--- src/rtl/ecall_write_streamer.sv ---
// ecall_write_streamer: streams req_len bytes from word memory to the fd-selected channel (STREAM_CHECKSUM_EN adds a checksum trailer byte)
module ecall_write_streamer #(
  parameter int ADDR_WIDTH   = 32,
  parameter int DATA_WIDTH   = 32,
  parameter int LEN_WIDTH    = 16,
  parameter int NUM_CHANNELS = 2
) (
  input  logic                    clk,
  input  logic                    rst,
  input  logic                    req,
  input  logic [31:0]             req_fd,
  input  logic [ADDR_WIDTH-1:0]   req_addr,
  input  logic [LEN_WIDTH-1:0]    req_len,
  output logic                    done,
  output logic                    busy,
  output logic                    err_bad_fd,
  output logic                    mem_rd_en,
  output logic [ADDR_WIDTH-1:0]   mem_addr,
  input  logic [DATA_WIDTH-1:0]   mem_rdata,
  output logic [7:0]              out_data,
  output logic                    out_valid,
  input  logic                    out_ready,
  output logic [NUM_CHANNELS-1:0] out_chan
);
  localparam int LANE = $clog2(DATA_WIDTH / 8);
  localparam int CW = NUM_CHANNELS > 1 ? $clog2(NUM_CHANNELS) : 1;
  typedef enum logic [2:0] {IDLE, FETCH, WAIT, SEND, FINISH} state_t;
  state_t state, state_nx;
  logic armed, bad, accept, fire, fd_ok, last, tail;
  logic [ADDR_WIDTH-1:0] cur_addr, nxt_addr;
  logic [LEN_WIDTH-1:0] remaining;
  logic [CW-1:0] chan;
  logic [DATA_WIDTH-1:0] word_buf;
  logic [7:0] lane_byte, byte_out;
  assign fd_ok = req_fd != 32'd0 && req_fd <= 32'(NUM_CHANNELS);
  assign accept = state == IDLE && req && armed;
  assign fire = out_valid && out_ready;
  assign nxt_addr = cur_addr + 1'b1;
  assign last = remaining == LEN_WIDTH'(1);
  assign lane_byte = 8'(word_buf >> {cur_addr[LANE-1:0], 3'b000});
`ifdef STREAM_CHECKSUM_EN
  localparam state_t EMPTY_ST = SEND;
  logic trl;
  logic [7:0] sum;
  // trailer flag and running modulo-256 payload sum
  always_ff @(posedge clk or posedge rst)
    if (rst) begin
      trl <= 1'b0;
      sum <= 8'd0;
    end else if (accept) begin
      trl <= req_len == '0;
      sum <= 8'd0;
    end else if (fire && !trl) begin
      trl <= last;
      sum <= sum + lane_byte;
    end
  assign byte_out = trl ? 8'(~sum + 8'd1) : lane_byte;
  assign tail = trl;
`else
  localparam state_t EMPTY_ST = FINISH;
  assign byte_out = lane_byte;
  assign tail = last;
`endif
  // state register and request re-arm guard
  always_ff @(posedge clk or posedge rst)
    if (rst) begin
      state <= IDLE;
      armed <= 1'b0;
    end else begin
      state <= state_nx;
      armed <= accept ? 1'b0 : (armed || !req);
    end
  // request latch, byte walk and word buffer
  always_ff @(posedge clk or posedge rst)
    if (rst) begin
      cur_addr  <= '0;
      remaining <= '0;
      chan      <= '0;
      bad       <= 1'b0;
      word_buf  <= '0;
    end else begin
      if (accept) begin
        cur_addr  <= req_addr;
        remaining <= req_len;
        chan      <= CW'(req_fd - 32'd1);
        bad       <= !fd_ok;
      end else if (fire) begin
        cur_addr  <= nxt_addr;
        remaining <= remaining - 1'b1;
      end
      if (state == WAIT) word_buf <= mem_rdata;
    end
  // next-state: fetch a word, then drain it until the count or the word runs out
  always_comb begin
    state_nx = state;
    case (state)
      IDLE:    state_nx = !accept ? IDLE : !fd_ok ? FINISH : req_len != '0 ? FETCH : EMPTY_ST;
      FETCH:   state_nx = WAIT;
      WAIT:    state_nx = SEND;
      SEND:    state_nx = !fire ? SEND : tail ? FINISH :
                          (last || nxt_addr[LANE-1:0] != '0) ? SEND : FETCH;
      FINISH:  state_nx = IDLE;
      default: state_nx = IDLE;
    endcase
  end
  assign done       = state == IDLE || state == FINISH;
  assign busy       = !done;
  assign err_bad_fd = state == FINISH && bad;
  assign mem_rd_en  = state == FETCH;
  assign mem_addr   = mem_rd_en ? {cur_addr[ADDR_WIDTH-1:LANE], {LANE{1'b0}}} : '0;
  assign out_valid  = state == SEND;
  assign out_data   = out_valid ? byte_out : 8'd0;
  assign out_chan   = out_valid ? NUM_CHANNELS'(1) << chan : '0;
endmodule

--- config.mk ---
export PLATFORM = sky130hd
export DESIGN_NAME = ecall_write_streamer
export DESIGN_NICKNAME = d
export VERILOG_FILES = /design/src/rtl/ecall_write_streamer.sv
export SDC_FILE = /design/constraint.sdc
export NUM_CORES = 1
export LEC_CHECK = 0
export BUFFER_PORTS_ARGS = -buffer_cell sky130_fd_sc_hd__buf_2
export CAP_MARGIN = 25
export CELL_PAD_IN_SITES_DETAIL_PLACEMENT = 1
export CELL_PAD_IN_SITES_GLOBAL_PLACEMENT = 2
export CORE_ASPECT_RATIO = 0.9
export CORE_UTILIZATION = 30
export CTS_CLUSTER_DIAMETER = 50
export DETAILED_ROUTE_END_ITERATION = 10
export GPL_TIMING_DRIVEN = 0
export PLACE_DENSITY = 0.81
export SYNTH_ARGS = -nofsm -noshare
export SYNTH_HDL_FRONTEND = slang
export SYNTH_SLANG_ARGS = --single-unit
--- constraint.sdc ---
create_clock -name clk -period 2.9 [get_ports clk]
set_input_delay 0.29 -clock clk [delete_from_list [all_inputs] [get_ports clk]]
set_output_delay 0.29 -clock clk [all_outputs]
set_load 0.02 [all_outputs]
Word level (Yosys, flattened, before mapping)
Index checks and enable logic that the tools add are counted.
W data, S select, Z words.
{"block": "totals", "latchBits": 0, "regBits": 86, "input_bits": 116, "ramBits": 0, "mem_bits_ro": 0, "out_inout_bits": 47, "memories": 0}
{"block": "op_classes", "div": 0, "order_cmp": 1, "reduce_logical": 16, "n_addsub": 3, "shift": 2, "n_mux": 15, "n_eq_ne": 5, "bitwise_logic": 0, "mul": 0}
{"cell": "$mux W32", "count": 3}
{"cell": "$add A32 B1 Y32 const B", "count": 1}
{"cell": "$le A32 B2 Y1 const B", "count": 1}
{"cell": "$mux W16", "count": 2}
{"cell": "$reduce_bool A32 Y1", "count": 1}
{"cell": "$shr A32 B5 Y8", "count": 1}
{"cell": "$eq A16 B1 Y1 const B", "count": 1}
{"cell": "$reduce_bool A16 Y1", "count": 1}
{"cell": "$sub A16 B1 Y16 const B", "count": 1}
{"cell": "$mux W3", "count": 5}
{"cell": "$pmux W3 S4", "count": 1}
{"cell": "$mux W8", "count": 1}
{"cell": "$eq A3 B2 Y1 const B", "count": 2}
{"cell": "$logic_and A1 B1 Y1", "count": 5}
{"cell": "$mux W2", "count": 2}
{"cell": "$reduce_bool A2 Y1", "count": 2}
{"cell": "$eq A3 B1 Y1 const B", "count": 1}
{"cell": "$eq A3 B3 Y1 const B", "count": 1}
{"cell": "$logic_not A1 Y1", "count": 3}
{"cell": "$logic_not A3 Y1", "count": 1}
{"cell": "$logic_or A1 B1 Y1", "count": 3}
{"cell": "$shl A1 B1 Y2 const A", "count": 1}
{"cell": "$mux W1", "count": 1}
{"cell": "$sub A1 B1 Y1 const B", "count": 1}

Depth between registers and ports, before layout
Gate-level depths: netlist (run 1).
{"block": "depth", "ltp_word": 7, "mapped_depth": 8, "ltp_nobuf": 7}

Least setup slack after synthesis (run 1)
No wires, ideal clock.
{"block": "synth_path", "path_type": "reg-to-reg", "start": "register state[1]", "end": "register remaining[4]", "period_less_slack_ps": 2249, "required_ps": 2774, "setup_slack_ps": 651, "arrival_ps": 2123, "setup_ps": 126, "stages_incl_launch_ff": 8, "path_cell_list": "dfrtp_1 > nor2_1 > inv_1 > or3_1 > clkbuf_1 > nand2_1 > o21ai_0 > a221o_2"}
{"block": "synth_via", "elab_chain_cells": 4, "elab_cells_between_ends": 7, "classes_between": "eq/ne: 1; mux: 1; reduce/logical: 5"}
{"element": "from (decl)", "line_no": "28", "text": "state_t state, state_nx;"}
{"element": "from (signal assigned)", "line_no": "70", "text": "state <= state_nx;"}
{"element": "$logic_not A3 Y1", "line_no": "36", "text": "assign accept = state == IDLE && req && armed;"}
{"element": "$logic_and A1 B1 Y1 (2 in a row)", "line_no": "36"}
{"element": "$mux W16 / $reduce_bool A2 Y1 (equally long branches)"}
{"element": "to (signal assigned)", "line_no": "84", "text": "remaining <= req_len;"}
{"element": "to (signal assigned)", "line_no": "89", "text": "remaining <= remaining - 1'b1;"}
{"element": "to (decl)", "line_no": "31", "text": "logic [LEN_WIDTH-1:0] remaining;"}
Several ways; a longest one is shown, not always the timed one.
A chain may end at the register's enable or synchronous reset.

Final worst setup path (run 1)
{"block": "layout_path", "start": "register state[1]", "end": "register cur_addr[11]"}
{"block": "layout_via", "elab_chain_cells": 4, "elab_cells_between_ends": 7, "classes_between": "eq/ne: 1; mux: 1; reduce/logical: 5"}
{"element": "$logic_not A3 Y1", "line_no": "36"}
{"element": "$logic_and A1 B1 Y1 (2 in a row)", "line_no": "36"}
{"element": "$mux W32 / $reduce_bool A2 Y1 (equally long branches)"}
{"element": "to (signal assigned)", "line_no": "83", "text": "cur_addr <= req_addr;"}
{"element": "to (signal assigned)", "line_no": "88", "text": "cur_addr <= nxt_addr;"}
{"element": "to (decl)", "line_no": "30", "text": "logic [ADDR_WIDTH-1:0] cur_addr, nxt_addr;"}
Several ways; a longest one is shown, not always the timed one.

==> results of run 1 <==
[through the flow]
| stage | power, W | hold slack (ns) | cells | util | setup slack (ns) |
|---|---|---|---|---|---|
| 6_report | 0.00584 | 0.119 | 877 | 0.400 | 0.302 |
| 5_1_grt | 0.00625 | 0.131 | 877 | 0.400 | 0.0558 |
| 4_1_cts | 0.00589 | 0.109 | 875 | 0.399 | 0.130 |
| 3_5_place_dp | 0.00474 | 0.287 | 858 | 0.380 | 0.156 |
| 3_3_place_gp | 0.00460 | 0.469 | 857 | 0.378 | -0.838 |
| 2_1_floorplan | 0.00386 | 0.358 | 495 | - | 0.388 |
[sequential cells by signal (all words and copies together) (netlist names)]
register and count:
armed 1, bad 1, chan 1, cur_addr 32
remaining 16, state 3, word_buf 32
[worst reg2reg max path, cell delays in order (launching register included)]
cell      delay (ns)
dfrtp_1         0.45
nor2_1          0.29
inv_1           0.13
nor3_1          0.41
clkbuf_1        0.46
clkbuf_1        0.54
nand2_1         0.12
o211ai_1        0.11
[area by class of cell]
type / instances / area, sq um
inverters: 10 / 40.0
clock inverters: 7 / 57.6
clock buffers: 9 / 225
fillers: 1831 / 9390
diodes: 1 / 2.50
plain buffers: 30 / 159
well taps: 202 / 253
repair buffers: 163 / 843
multi-input cells: 369 / 2530
flip-flops and latches: 86 / 2150
[cells in the mapped netlist (all sizes together), types with 3 or more instances]
| cell | instances |
|---|---|
| dfrtp | 86 |
| nand2 | 62 |
| mux2 | 33 |
| and2 | 32 |
| o21ai | 30 |
| clkbuf | 23 |
| nand3 | 20 |
| nor2 | 20 |
| nor4 | 19 |
| nand4 | 13 |
| o211ai | 12 |
| nor3 | 11 |
| a21oi | 10 |
| inv | 10 |
| o311ai | 9 |
| a31oi | 8 |
| mux4 | 8 |
| nor2b | 8 |
| a221o | 7 |
| buf | 7 |
| xor2 | 7 |
| and3 | 6 |
| or3 | 6 |
| nor3b | 5 |
| xnor2 | 5 |
| or4 | 4 |
| ha | 3 |
| o41ai | 3 |
[layer usage]
metal  global-route usage  up-vias  part of all wire  wire length, microns
met1                0.275     2353              0.45                  7540
met4               0.0694        0             0.015                   252
met3               0.0392       17             0.044                   738
li1                     -     2181                 -                     -
met5                    0        -                 0                     0
met2                0.355      116              0.49                  8360
[power by group through the flow]
stage	Clock (W)	Combinational, W	Sequential [W]
floorplan	0	0.00182	0.00203
global placement	0	0.00246	0.00214
detailed placement	0	0.00255	0.00219
CTS	0.00115	0.00256	0.00218
global route	0.00120	0.00278	0.00226
finish	0.00112	0.00253	0.00218
[path summary, 6_finish.rpt]
check / from / end / slack [ns] / depth (start not counted)
min: req / armed / 0.12 / 2
max in group asynchronous: rst / word_buf[12] / 1.80 / 4
max reg2reg: state[1] / cur_addr[11] / 0.30 / 7
max: state[1] / cur_addr[11] / 0.30 / 7
min reg2reg: word_buf[7] / word_buf[7] / 0.51 / 1
min in group asynchronous: rst / word_buf[23] / 0.47 / 3
[timing repair]
action,CTS,global route
endpoints found under the hold margin,24,0
resized for setup,0,4
setup endpoints to repair,0,9
hold buffers,1,0
[cells by family (layout without fill, tap and decap cells)]
group | Yosys count | in the layout | share of synthesized area
simple gates | 218 | 218 | 0.244
compound gates | 92 | 92 | 0.129
flops | 86 | 86 | 0.442
mux | 42 | 42 | 0.115
buf+inv | 40 | 219 | 0.0398
xor+xnor | 12 | 12 | 0.0216
fa+ha+maj | 3 | 3 | 0.00771
other cells | 1 | 3 | 0.000770
==> metrics, run 1 <==
Remaining DRCs 0; CTS tree built; layout cells sized above 1 0.358; area leader, netlist dfrtp_1; ratio of final minimum period to clock period 0.896; Clock Latency Late Sink 0.35 ns; clock sink count 86; HPWL after DPL 12,800 microns; most used flip-flop cell after synthesis dfrtp_1; Synth top area share 0.442; P_leak 2.79 nW; critical path type flip-flop to flip-flop; Yosys reg bits 86; WP data arrival 2.86 ns; WL final 16,900 microns; RD Place Congestion 0.856; Worst Tran Pin Value 0.879 ns; Placed Area 5950 sq um; initial antenna violation count 1; initial DRC count 242; DIE AREA 16,700 sq um; Int Power 0.00347 W; Post-Syn Instances 494; Slowest cell on crit path clkbuf_1; die height 123 microns; critical path peak fanout 10; drt first pass iters 4; crit end category flip-flop; max incr delay on CP 0.54 ns; Top Ports 163; Post-synth EDFFs 0; Worst path most repeated cell clkbuf_1; aggregate global-route resource usage 0.212; Worst setup SP type flip-flop; Post-Syn Area per Cell 9.85 sq um; Longest Clk Path Bufs 2; power share of the combinational group 0.433; worst hold path class input pin to flip-flop; vias in the first global route 4,905; vias per inst 5.32; Switching Fraction 0.406; postcts setup bufs 0; Core Region 15,700 sq um; Wirelength per Cell 19.3 microns; IO Port Bufs 160; Critical path buffers and inverters 3; CP cell instances nor2_1 -> inv_1 -> nor3_1 -> clkbuf_1 -> clkbuf_1 -> nand2_1 -> o211ai_1; mapped cell area 4870 sq um; std cell rows 43; pins over their slew limit 0; family with the most delay on the worst path buffers and inverters; commonest non-fill, non-tap cell in the layout buf_2; Tmin final 2.60 ns; Die W 136 microns; RSZ-0062 raised after global routing false; Max Cap Viol 0; Clock transition at path regs 0.07 ns; Worst VDD drop 0.387 mV; Final nets 788; setup violators final 0; CP required 3.16 ns; setup_tns 0 ns; post-synthesis async set-or-reset flop share 1.00; most frequent cells in the layout buf_2, dfrtp_1, nand2_1, mux2_2, and2_1; largest net degree at the start of global routing 63; fmax 385 MHz; starting density of the core 0.311; Seq pwr share 0.374; Num CTS Buffers 9; Sw Pwr 0.00237 W; synth unique cells 57; max_slew headroom 0.409; final hold vios 0; Via Count 4,667; status complete, no violations; Finished Cell Area 6260 sq um; top cells by area, synth dfrtp_1, mux2_2, nand2_1; first-pass GRT wire length 26,600 microns; CTS H-tree depth 3; post-synthesis sequential area ratio 0.442; Yosys warning total 0; grt total ovfl 0; Clock Skew 0.00813 ns; CTS Root Cell clkbuf_16; area grow syn2layout 28.7%; P per Cell Area 933 nW/um^2; clock share of power 0.193; post-route ant nets 0
Note: power is estimated with default switching activity, not from simulation.
==> inputs of run 2 (changes only) <==
- ABC_AREA: not set -> 1
- CORE_UTILIZATION: 30 -> 27
==> metrics, run 2 <==
status complete, no violations; Wirelength per Cell 15.4 microns (-20%); Synth Area in Compound Gates 0.130 (+0.00132); largest family of logic cells by synthesized area simple AND/OR/NAND/NOR gates; HPWL after DPL 15,900 microns (+24%); Num CTS Buffers 9 (unchanged); P per Cell Area 524 nW/um^2 (-44%); post-synthesis sequential area ratio 0.385 (-0.0576); M1 GR Usage 0.286 (+0.0109); vias in the first global route 6,090 (+24%); hold slack final 0.133 ns (+0.0137 ns); synth unique cells 35 (-39%); initial antenna violation count 0 (-1); vias per inst 4.54 (-15%); P_leak 3.60 nW (+29%); Yosys reg bits 86 (unchanged); Longest Clk Path Bufs 2 (unchanged); commonest non-fill, non-tap cell in the layout nand2_1; grt met3 use 0.0297 (-0.00955); top cells by area, synth dfrtp_1, nand2_1, nor2_1; Worst VDD drop 0.257 mV (-34%); std cell rows 49 (+14%); Post-Syn Instances 873 (+77%); Post-Synth XOR/XNOR Area 0.0110 (-0.0106); Top Ports 163 (unchanged); Synth top area share 0.385 (-0.0576); Synth top cells by count nand2_1, nor2_1, inv_1; layout cells sized above 1 0.205 (-0.152); Yosys warning total 0 (unchanged); mapped cell area 5600 sq um (+15%); Post-CTS Resized 0 (unchanged); Top Usage Layer GRT met2; fin cells 1,307 (+49%); adder-cell share of the synthesized area 0.00671 (-0.00101); aggregate global-route resource usage 0.197 (-0.0146); Post-Syn Area per Cell 6.41 sq um (-35%); area leader, netlist dfrtp_1; met2 Use GR 0.313 (-0.0416); max_slew headroom 0.567 (+0.158); CTS tree built; starting density of the core 0.277 (-0.0334); Slowest cell on crit path dfrtp_1; hold_buf cts 1 (unchanged); antenna cells 0 (-1); CTS H-tree depth 3 (unchanged); post-synthesis async set-or-reset flop share 1.00 (unchanged); Clock Latency Late Sink 0.35 ns (about the same); multiplexer area fraction after synthesis 0 (-0.115); Die W 154 microns (+13%); postcts setup bufs 0 (unchanged); most frequent cell after synthesis nand2_1; ratio of final minimum period to clock period 0.784 (-0.112); CP cell instances nor3_1 -> inv_1 -> clkbuf_1 -> nor2_1 -> buf_2; critical path peak fanout 10 (unchanged); clock sink count 86 (unchanged); setup_tns 0 ns (unchanged); DIE AREA 21,300 sq um (+27%); IO Port Bufs 160 (unchanged); RSZ-0062 raised after global routing false; area grow syn2layout 26.4%; largest net degree at the start of global routing 64 (+1.6%); Via Count 5,936 (+27%); Post-synth EDFFs 0 (unchanged); most used flip-flop cell after synthesis dfrtp_1; WL final 20,100 microns (+19%); Final nets 1,166 (+48%); max incr delay on CP 0.43 ns (-0.11 ns); Worst setup SP type flip-flop; post-route ant nets 0 (unchanged); Post-Synth Simple-Gate Area 0.359 (+0.115); Regs by FF count cur_addr x32, word_buf x32, remaining x16; drt first pass iters 4 (unchanged); initial DRC count 262 (+8.3%); Core Region 20,200 sq um (+29%); RD Place Congestion 0.858 (+0.22%); grt total ovfl 0 (unchanged); Fillers 2,713 (+48%); die height 139 microns (+13%); first-pass GRT wire length 32,700 microns (+23%); Core Util, Final 0.351 (-0.0493); Remaining DRCs 0 (unchanged); Clock transition at path regs 0.07 ns (about the same); pins over their slew limit 0 (unchanged); worst hold path class input pin to flip-flop; Clock Skew 0.00952 ns (+0.00139 ns); Max Cap Viol 0 (unchanged); fmax 440 MHz (+14%); crit end category output pin; dpl cells 1,290 (+50%); CP required 2.61 ns (-0.55 ns); critical path type flip-flop to output pin; Worst Tran Pin Value 0.650 ns (-0.229 ns); setup violators final 0 (unchanged); WP data arrival 1.98 ns (-0.88 ns); CTS Root Cell clkbuf_16; Tmin final 2.27 ns (-0.325 ns); most frequent cells in the layout nand2_1, buf_2, nor2_1, inv_1, dfrtp_1; final hold vios 0 (unchanged)
run 2: per-stage QoR:
stage | worst slack, ns | power (W) | instance area (sq um)
finish | 0.626 | 0.00371 | 7070
global route | 0.486 | 0.00396 | 7070
CTS | 0.572 | 0.00375 | 7070
detailed placement | 0.971 | 0.00246 | 6750
global placement | -1.11 | 0.00243 | 6720
floorplan | 0.388 | 0.00213 | 5600
run 2: path summary, 6_finish.rpt:
| kind | start | end | slack (ns) | cells past startpoint |
|---|---|---|---|---|
| setup / recovery | state[2] | mem_addr[5] | 0.63 | 5 |
| hold / removal | mem_rdata[20] | word_buf[20] | 0.13 | 3 |
| setup reg to reg | cur_addr[0] | cur_addr[22] | 0.97 | 8 |
| hold reg to reg | word_buf[31] | word_buf[31] | 0.47 | 2 |
| max in group asynchronous | rst | cur_addr[5] | 1.78 | 4 |
| min in group asynchronous | rst | cur_addr[31] | 0.47 | 3 |
run 2: worst max-delay path, delay by kind of cell, from the launching register on:
| family | cells | cell delay, ns |
|---|---|---|
| DFF | 1 | 0.43 |
| buffers and inverters | 3 | 0.66 |
| and+or+nand+nor | 2 | 0.55 |
run 2: where the power goes:
group	leakage (nW)	switching (W)	total, W	internal (W)
Combinational	2.50	0.000558	0.000884	0.000326
Clock	0.152	0.000578	0.00127	0.000694
Sequential	0.946	0.000192	0.00155	0.00136
Total	3.60	0.00133	0.00371	0.00238
run 2: final cells by class:
| class | count | area (sq um) | share of cell area |
|---|---|---|---|
| tap | 255 | 319 | 0.0451 |
| inverter | 119 | 449 | 0.0635 |
| timing repair buffer | 162 | 838 | 0.119 |
| sequential | 86 | 2150 | 0.304 |
| clock inverter | 7 | 88.8 | 0.0126 |
| multi-input combinational | 638 | 2840 | 0.402 |
| buffer | 31 | 159 | 0.0225 |
| clock buffer | 9 | 225 | 0.0318 |
run 2: routing by layer:
metal	share of wire	vias to the layer above
met3	0.028	12
met2	0.45	95
li1	-	3056
met4	0.0070	0
met5	0	-
met1	0.52	2773
run 2: cells by family after synthesis:
group | count (synthesis)
compound gates | 128
xor+xnor | 7
fa+ha+maj | 3
buf+inv | 150
flops | 86
other cells | 1
simple gates | 498
==> inputs of run 3 (changes only) <==
- clock period: 2.9 -> 2.1 ns (I/O delays scaled with it)
==> metrics, run 3 (same netlist as run 2, synthesis figures left out) <==
Int Power 0.00339 W (+42%); commonest non-fill, non-tap cell in the layout nand2_1; Die W 154 microns (unchanged); CP required 1.89 ns (-0.72 ns); P per Cell Area 725 nW/um^2 (+38%); Max Cap Viol 0 (unchanged); Seq pwr share 0.414 (-0.005); Clock transition at path regs 0.07 ns (about the same); fmax 497 MHz; IO Port Bufs 160 (unchanged); reg2reg start state[1]; setup violators final 0 (unchanged); vias in the first global route 5,937 (-2.5%); Num CTS Buffers 9 (unchanged); max_slew headroom 0.538 (-0.0285); layout cells sized above 1 0.215 (+0.00930); Fillers 2,672 (-1.5%); Clock Latency Late Sink 0.35 ns (about the same); Worst R2R End remaining[3]; dpl cells 1,292 (+0.16%); worst r2r path cells 6 (-2); Via Count 5,984 (+0.81%); Tmin final 2.01 ns; Final nets 1,168 (+0.17%); first-pass GRT wire length 32,100 microns (-2.1%); r2r setup slk 0.16 ns (-0.81 ns); setup_tns 0 ns (unchanged); P_leak 3.63 nW (+1.0%); crit end category output pin; CTS H-tree depth 3 (unchanged); DIE AREA 21,300 sq um (unchanged); WP data arrival 1.80 ns (-0.18 ns); vias per inst 4.57 (+0.73%); crit path from state[2]; Worst setup SP type flip-flop; clock sink count 86 (unchanged); Placed Area 6780 sq um (+0.50%); CTS tree built; CTS Root Cell clkbuf_16; grt total ovfl 0 (unchanged); Core Region 20,200 sq um (unchanged); post-route ant nets 0 (unchanged); HPWL after DPL 16,000 microns (+1.0%); worst hold path class input pin to flip-flop; initial DRC count 297 (+13%); WL final 20,100 microns (+0.10%); Top Ports 163 (unchanged); drt first pass iters 4 (unchanged); Worst Tran Pin Value 0.693 ns (+0.0427 ns); Switching Fraction 0.344 (-0.0141); largest net degree at the start of global routing 26 (-59%); Sw Pwr 0.00178 W (+34%); Finished Cell Area 7130 sq um (+0.83%); std cell rows 49 (unchanged); clock share of power 0.346 (+0.003); fin cells 1,308 (+0.077%); power share of the combinational group 0.240 (+0.002); aggregate global-route resource usage 0.194 (-0.00303); total power 0.00517 W (+39%); Clock Skew 0.00566 ns (-0.00386 ns); Worst VDD drop 0.436 mV (+70%); ratio of final minimum period to clock period 0.959; postcts setup bufs 0 (unchanged); critical path peak fanout 10 (unchanged); Remaining DRCs 0 (unchanged); RSZ-0062 raised after global routing true; status complete, no violations; area grow syn2layout 27.5%; initial antenna violation count 0 (unchanged); Longest Clk Path Bufs 2 (unchanged); critical path type flip-flop to output pin; antenna cells 0 (unchanged); Critical Path Sink mem_addr[5]; final hold vios 0 (unchanged); RD Place Congestion 0.857 (-0.10%); most frequent cells in the layout nand2_1, buf_2, nor2_1, inv_1, dfrtp_1; pins over their slew limit 0 (unchanged); Wirelength per Cell 15.4 microns (about the same); die height 139 microns (unchanged); Regs by FF count cur_addr x32, word_buf x32, remaining x16; starting density of the core 0.277 (unchanged); Core Util, Final 0.354 (+0.00292)
==> run 3: cell types whose count changed in the layout (fill, tap and decap cells not counted), moves of 2 or more <==
cell / previous run / this run
clkbuf_1: 15 / 7
clkbuf_2: 0 / 4
buf_12: 0 / 3
inv_8: 3 / 0
buf_2: 170 / 172
clkinv_4: 0 / 2
==> run 3: how the worst min path moves through the flow <==
stage                  start            to  slack (ns)  cells after the start
6_report        mem_rdata[5]   word_buf[5]        0.06                      3
3_5_place_dp             rst          chan        0.27                      2
3_3_place_gp   mem_rdata[20]  word_buf[20]        0.42                      3
5_1_grt        mem_rdata[20]  word_buf[20]        0.07                      3
4_1_cts        mem_rdata[22]  word_buf[22]        0.05                      3
2_1_floorplan      req_fd[0]          chan        0.32                      1
==> run 3: per-stage QoR <==
step | worst slack (ns) | hold slack [ns]
floorplan | 0.234 | 0.318
global placement | 0.0954 | 0.418
detailed placement | 0.184 | 0.271
CTS | 0.00838 | 0.0526
global route | -0.0138 | 0.0690
finish | 0.0868 | 0.0592
==> run 3: layout make-up <==
| cell class | count | area, sq um | share of cell area |
|---|---|---|---|
| buffer | 31 | 170 | 0.0239 |
| clock buffer | 9 | 225 | 0.0316 |
| clock inverter | 6 | 95.1 | 0.0133 |
| inverter | 119 | 450 | 0.0631 |
| multi-input combinational | 638 | 2850 | 0.400 |
| sequential | 86 | 2150 | 0.302 |
| tap | 255 | 319 | 0.0447 |
| timing repair buffer | 164 | 871 | 0.122 |
==> run 3: worst max-delay path, stage by stage (launching register included) <==
cell and delay, ns:
dfrtp_1 0.43, nor3_2 0.24, inv_1 0.13, clkbuf_4 0.22, nor2_1 0.21, buf_2 0.21
==> run 3: repair_timing <==
action,CTS,global route
endpoints found under the hold margin,17,0
hold buffers,1,0
endpoints found under the setup margin,20,30
cloned,0,0
gates resized for setup,4,13
==> run 3: layer usage <==
layer | track usage | part of all wire | vias up
met2 | 0.308 | 0.45 | 104
li1 | - | - | 3059
met3 | 0.0297 | 0.036 | 11
met5 | 0 | 0 | -
met1 | 0.277 | 0.50 | 2810
met4 | 0.0447 | 0.0088 | 0
==> run 3: power groups by stage <==
stage | registers, W | clock network [W] | logic [W]
after floorplan | 0.00208 | 0 | 0.000858
after global placement | 0.00216 | 0 | 0.00120
after detailed placement | 0.00216 | 0 | 0.00124
after CTS | 0.00214 | 0.00184 | 0.00125
after global routing | 0.00218 | 0.00188 | 0.00143
final | 0.00214 | 0.00179 | 0.00124
